File: config.mk
export PLATFORM = sky130hd
export DESIGN_NAME = midi_voice_release_flat
export DESIGN_NICKNAME = d
export VERILOG_FILES = /design/src/rtl/midi_voice_release_if.sv /design/src/rtl/midi_voice_release.sv /design/src/flat_wrapper.sv
export SDC_FILE = /design/constraint.sdc
export NUM_CORES = 1
export LEC_CHECK = 0
export ABC_AREA = 1
export CAP_MARGIN = 15
export CELL_PAD_IN_SITES_DETAIL_PLACEMENT = 0
export CELL_PAD_IN_SITES_GLOBAL_PLACEMENT = 1
export CORE_AREA = 2 2 188 190
export CTS_CLUSTER_DIAMETER = 100
export DETAILED_ROUTE_END_ITERATION = 6
export DIE_AREA = 0 0 190 192
export PLACE_DENSITY = 0.82
export SYNTH_ARGS = -nofsm -noshare
export SYNTH_HDL_FRONTEND = slang
export SYNTH_SLANG_ARGS = --single-unit
File: constraint.sdc
create_clock -name clk -period 1.81 [get_ports clk]
set_input_delay 0.181 -clock clk [delete_from_list [all_inputs] [get_ports clk]]
set_output_delay 0.181 -clock clk [all_outputs]
set_load 0.05 [all_outputs]
File: src/rtl/midi_voice_release_if.sv
// Note-on commit / note-off request bundle between the voice pool control and the release block.
interface midi_voice_release_if #(
  parameter int NUM_VOICES = 32,
  parameter int KEY_BITS   = 7
);
  localparam int IDX_BITS = $clog2(NUM_VOICES);

  logic                  on_valid;
  logic [IDX_BITS-1:0]   on_voice;
  logic [KEY_BITS-1:0]   on_key;
  logic                  off_valid;
  logic [KEY_BITS-1:0]   off_key;
  logic                  off_ready;
  logic [NUM_VOICES-1:0] notes_playing;
  logic                  done;
  logic                  found;
  logic [IDX_BITS-1:0]   freed_voice;

  modport master (
    output on_valid, on_voice, on_key, off_valid, off_key,
    input  off_ready, notes_playing, done, found, freed_voice
  );

  modport slave (
    input  on_valid, on_voice, on_key, off_valid, off_key,
    output off_ready, notes_playing, done, found, freed_voice
  );
endinterface

File: src/rtl/midi_voice_release.sv
// Note-off side of the voice pool: tracks playing voices and their keys, and frees
// the lowest-index voice holding the requested key with a one-voice-per-cycle scan.
module midi_voice_release #(
  parameter int NUM_VOICES = 32,
  parameter int KEY_BITS   = 7
) (
  input  logic                  clk,
  input  logic                  reset,
  midi_voice_release_if.slave   bus
);
  localparam int IDX_BITS = $clog2(NUM_VOICES);
  localparam logic [IDX_BITS-1:0] LAST_IDX = IDX_BITS'(NUM_VOICES - 1);

  typedef enum logic [1:0] {IDLE, SCAN, DONE} state_t;

  state_t                state_reg;
  logic [KEY_BITS-1:0]   key_tbl [NUM_VOICES];
  logic [NUM_VOICES-1:0] notes_playing_reg;
  logic [NUM_VOICES-1:0] notes_playing_next;
  logic [NUM_VOICES-1:0] key_hit;
  logic [NUM_VOICES-1:0] clear_mask;
  logic [NUM_VOICES-1:0] set_mask;
  logic [KEY_BITS-1:0]   tgt_key_reg;
  logic [IDX_BITS-1:0]   idx_reg;
  logic                  off_ready_reg;
  logic                  done_reg;
  logic                  found_reg;
  logic [IDX_BITS-1:0]   freed_voice_reg;
  logic                  match;

  // Idle voices never match, regardless of the stale key left in their slot.
  generate
    for (genvar gi = 0; gi < NUM_VOICES; gi++) begin : g_hit
      assign key_hit[gi] = notes_playing_reg[gi] && (key_tbl[gi] == tgt_key_reg);
    end
  endgenerate

  assign match = key_hit[idx_reg];

  // Release clears first and note-on sets after, so a same-edge note-on keeps the voice alive.
  always_comb begin
    clear_mask = '0;
    set_mask   = '0;
    if (state_reg == SCAN && match) clear_mask[idx_reg] = 1'b1;
    if (bus.on_valid)               set_mask[bus.on_voice] = 1'b1;
    notes_playing_next = (notes_playing_reg & ~clear_mask) | set_mask;
  end

  always_ff @(posedge clk) begin
    if (!reset) begin
      for (int i = 0; i < NUM_VOICES; i++) key_tbl[i] <= '0;
    end else if (bus.on_valid) begin
      key_tbl[bus.on_voice] <= bus.on_key;
    end
  end

  always_ff @(posedge clk) begin
    if (!reset) begin
      state_reg         <= IDLE;
      notes_playing_reg <= '0;
      tgt_key_reg       <= '0;
      idx_reg           <= '0;
      off_ready_reg     <= 1'b1;
      done_reg          <= 1'b0;
      found_reg         <= 1'b0;
      freed_voice_reg   <= '0;
    end else begin
      notes_playing_reg <= notes_playing_next;
      done_reg          <= 1'b0;
      case (state_reg)
        IDLE: begin
          if (bus.off_valid && off_ready_reg) begin
            tgt_key_reg     <= bus.off_key;
            idx_reg         <= '0;
            found_reg       <= 1'b0;
            freed_voice_reg <= '0;
            off_ready_reg   <= 1'b0;
            state_reg       <= SCAN;
          end
        end
        SCAN: begin
          if (match) begin
            found_reg       <= 1'b1;
            freed_voice_reg <= idx_reg;
            done_reg        <= 1'b1;
            state_reg       <= DONE;
          end else if (idx_reg == LAST_IDX) begin
            found_reg <= 1'b0;
            done_reg  <= 1'b1;
            state_reg <= DONE;
          end else begin
            idx_reg <= idx_reg + 1'b1;
          end
        end
        DONE: begin
          off_ready_reg <= 1'b1;
          state_reg     <= IDLE;
        end
        default: begin
          off_ready_reg <= 1'b1;
          state_reg     <= IDLE;
        end
      endcase
    end
  end

  assign bus.off_ready     = off_ready_reg;
  assign bus.notes_playing = notes_playing_reg;
  assign bus.done          = done_reg;
  assign bus.found         = found_reg;
  assign bus.freed_voice   = freed_voice_reg;
endmodule

File: src/flat_wrapper.sv
// flat-port wrapper written by rule: the top's interface ports become plain ports
module midi_voice_release_flat 
#(
  parameter int NUM_VOICES = 32,
  parameter int KEY_BITS   = 7
)
  (clk, reset, bus_on_valid, bus_on_voice, bus_on_key, bus_off_valid, bus_off_key, bus_off_ready, bus_notes_playing, bus_done, bus_found, bus_freed_voice);
  midi_voice_release_if #(.NUM_VOICES(NUM_VOICES), .KEY_BITS(KEY_BITS)) bus_i ();
  input  logic clk;
  input  logic reset;
  input wire logic [$bits(bus_i.on_valid)-1:0] bus_on_valid;
  input wire logic [$bits(bus_i.on_voice)-1:0] bus_on_voice;
  input wire logic [$bits(bus_i.on_key)-1:0] bus_on_key;
  input wire logic [$bits(bus_i.off_valid)-1:0] bus_off_valid;
  input wire logic [$bits(bus_i.off_key)-1:0] bus_off_key;
  output wire logic [$bits(bus_i.off_ready)-1:0] bus_off_ready;
  output wire logic [$bits(bus_i.notes_playing)-1:0] bus_notes_playing;
  output wire logic [$bits(bus_i.done)-1:0] bus_done;
  output wire logic [$bits(bus_i.found)-1:0] bus_found;
  output wire logic [$bits(bus_i.freed_voice)-1:0] bus_freed_voice;
  assign bus_i.on_valid = bus_on_valid;
  assign bus_i.on_voice = bus_on_voice;
  assign bus_i.on_key = bus_on_key;
  assign bus_i.off_valid = bus_off_valid;
  assign bus_i.off_key = bus_off_key;
  assign bus_off_ready = bus_i.off_ready;
  assign bus_notes_playing = bus_i.notes_playing;
  assign bus_done = bus_i.done;
  assign bus_found = bus_i.found;
  assign bus_freed_voice = bus_i.freed_voice;
  midi_voice_release #(.NUM_VOICES(NUM_VOICES), .KEY_BITS(KEY_BITS)) u_core (.clk(clk), .reset(reset), .bus(bus_i));
endmodule
==> impl_metrics.yaml <==
timing:
  hold_viol: 0
  fin_setup_tns_ps: -20470
  drv_slew: 0
  rsz0062_at_grt: "true"
  fin_ws_ps: -509
  slew_headroom_pct: 66.5
  fmax_ghz: 0.431
  fin_crit_ps: 2320
  fin_crit_sh_pct: 128
  setup_viol: 46
  fin_skew_ps: 13.4
  worstMarginPinSlew_ps: 505
placed_design:
  preCtsSetupSlack_ps: -691
  dpl.cell_count: 2390
  port_buffers: 62
  routabilityCongestion: 0.878
  dp_hpwl_um: 30500
synthesis:
  ys_warn_count: 0
  synth_compound_area_share_pct: 2.11
  synth_cells: 1771
  synth_fa_ha_area_share_pct: 0.439
  synthSimpleGateAreaFrac_pct: 30.8
  netlist_area_um2: 14300
  synth_top_family_by_area: "simple AND/OR/NAND/NOR gates"
  yosysSeqAreaShare_pct: 54.8
  avgSynthCellArea_um2: 8.05
  synth-xor-area-share_pct: 3.62
  ys_types: 27
  synthMuxAreaShare_pct: 0
  synth_seq_cells: 278
  synth_fp_nets: 1799
floorplan:
  die_area_um2: 36500
  die_x_um: 190
  die_y_um: 192
  coreArea_um2: 34300
  ios: 63
  start_util_pct: 41.6
  num_rows: 68
grt:
  antenna_found_initial: 0
  grt_max_degree: 78
  grt_pass1_wl_um: 72000
  grt_pass1_vias: 12100
  grt_use_total_pct: 26.4
  grt_overflow: 0
setup_path:
  crit_fanout: 8
  arrival_ps: 2770
  r2r_end: "u_core.bus.notes_playing[15]"
  cp.required_ps: 2260
  r2r-start: "u_core.idx_reg[0]"
  slowest_stage: "dfxtp_4"
  endpoint: "u_core.bus.notes_playing[15]"
  r2r.worst_path.cells: 17
  crit_path_start: "u_core.idx_reg[0]"
  start_kind: "register"
  end_kind: "register"
  cp_common_cell: "nand2_1"
  r2r_slack_ps: -510
  worstPathCellList: "buf_8, nand2_4, a21oi_2, nand2_1, nor2_1, nand2_1, nand3_1, nand2_1, nand2_1, nand2_2, nor2_4, nand3_4, inv_8, buf_12, nand3_4, nand3_2, nand2_1"
  criticalPathCategory: "reg2reg"
  critPathMaxStageDelay_ps: 490
drt:
  vias: 12800
  drtPass1Iterations: 6
  drt_iter0_drc: 1278
  wl_um: 48600
  ant_nets: 0
  drc: 0
  wl_per_cell_um: 19.7
  vias_per_cell: 5.19
min_path:
  worstHoldPathType: "in2reg"
cells_and_area:
  layout_common_cells: "nand2_1, nor2_1, edfxtp_1"
  diodes: 0
  final_cells: 2466
  area_delta_synth_final_pct: 31.7
  final_common_cell: "nand2_1"
  drive_gt1_share_pct: 20.1
  fin_nets: 2015
  largest_reg_flops: 224
clock_tree:
  cts.reportedPaths.clkPinSlew_ps: 60
  clockRootBuffer: "clkbuf_16"
  clockBufferDepth: 3
  numCtsBuffers: 31
  cts_sinks: 278
  tritoncts: "done"
  cts_max_level: 1
  worstSkewPairLatency_ps: 570
flow_run:
  cap_violations: 0
power:
  power.leakage_nw: 8.35
  peakVddDrop_mv: 0.899
  power_density_nw_per_um2: 955
status:
  violations: "setup timing"
  status: "finished with violations"
==> cell type report <==
| cell class | count | area (µm²) |
|---|---|---|
| timing repair buffer | 269 | 2790 |
| fill | 3086 | 15500 |
| multi-input combinational | 1210 | 5670 |
| clock buffer | 43 | 912 |
| sequential | 278 | 7880 |
| clock inverter | 14 | 178 |
| tap | 455 | 569 |
| inverter | 197 | 782 |
==> synth_stat cells, drive strengths merged <==
cell type / instances / area, µm²
buf: 49 / 304
inv: 194 / 728
nor2: 347 / 1310
nand4: 31 / 194
xor2: 1 / 8.76
ha: 5 / 62.6
or2: 6 / 37.5
xnor2: 58 / 508
o21ai: 16 / 80.1
clkinv: 3 / 12.5
dfxtp: 54 / 1080
nand2: 573 / 2150
nor3: 22 / 110
a21oi: 23 / 115
edfxtp: 224 / 6730
o211ai: 14 / 105
nor3b: 2 / 15.0
clkbuf: 37 / 139
nand3: 112 / 571
==> worst max-delay path, delay by kind of cell (launching register included) <==
family	cells	cell delay, ps
AOI/OAI and AO/OA	1	100
buffers and inverters	3	470
DFF	1	490
and+or+nand+nor	13	1130
==> how the worst min path moves through the flow <==
| stage | from | endpoint | slack (ps) | depth (start not counted) |
|---|---|---|---|---|
| 3_5_place_dp | u_core.bus.freed_voice[1] | u_core.bus.freed_voice[1] | 480 | 2 |
| 6_report | reset | u_core.bus.off_ready | 110 | 3 |
| 5_1_grt | reset | u_core.bus.off_ready | 130 | 3 |
| 2_1_floorplan | bus_off_key[6] | u_core.tgt_key_reg[6] | 370 | 2 |
| 4_1_cts | reset | u_core.bus.off_ready | 130 | 3 |
| 3_3_place_gp | u_core.bus.found | u_core.bus.found | 470 | 2 |
==> timing repair <==
| action | CTS | global route |
|---|---|---|
| endpoints found under the hold margin | 0 | 0 |
| setup buffers | 6 | 6 |
| cloned | 3 | 4 |
| pin swaps | 6 | 20 |
| gates resized for setup | 124 | 55 |
| hold buffers | 0 | 0 |
| endpoints found under the setup margin | 84 | 46 |
==> kinds of logic (layout without fill, tap and decap cells) <==
logic type | after synthesis | count (layout)
buffers and inverters | 283 | 523
flip-flops | 278 | 278
AND/OR/NAND/NOR | 1093 | 1093
AO/OA/AOI/OAI | 53 | 53
XOR/XNOR | 59 | 59
adder cells (fa/ha/maj) | 5 | 5
==> stage by stage <==
stage / util, % / power, mW / hold WS (ps) / area (µm²)
floorplan: - / 9.33 / 373 / 14400
global placement: 49.3 / 10.8 / 473 / 16900
detailed placement: 49.3 / 10.9 / 478 / 16900
CTS: 53.6 / 17.7 / 125 / 18400
global route: 54.7 / 18.5 / 133 / 18800
finish: 54.7 / 17.9 / 111 / 18800
==> where the power goes <==
group,total [mW],switching [mW],internal [mW]
combinational,3.75,2.25,1.49
clock,6.67,2.61,4.07
sequential,7.51,0.256,7.25
==> metal layers <==
layer,up-vias,track usage (%),wire [µm]
li1,6036,-,-
met1,6025,36.7,20100
met2,621,43.1,22200
met3,105,3.07,4670
met4,0,8.77,1610
met5,-,0,0
Power figures use the tool's default switching activity.
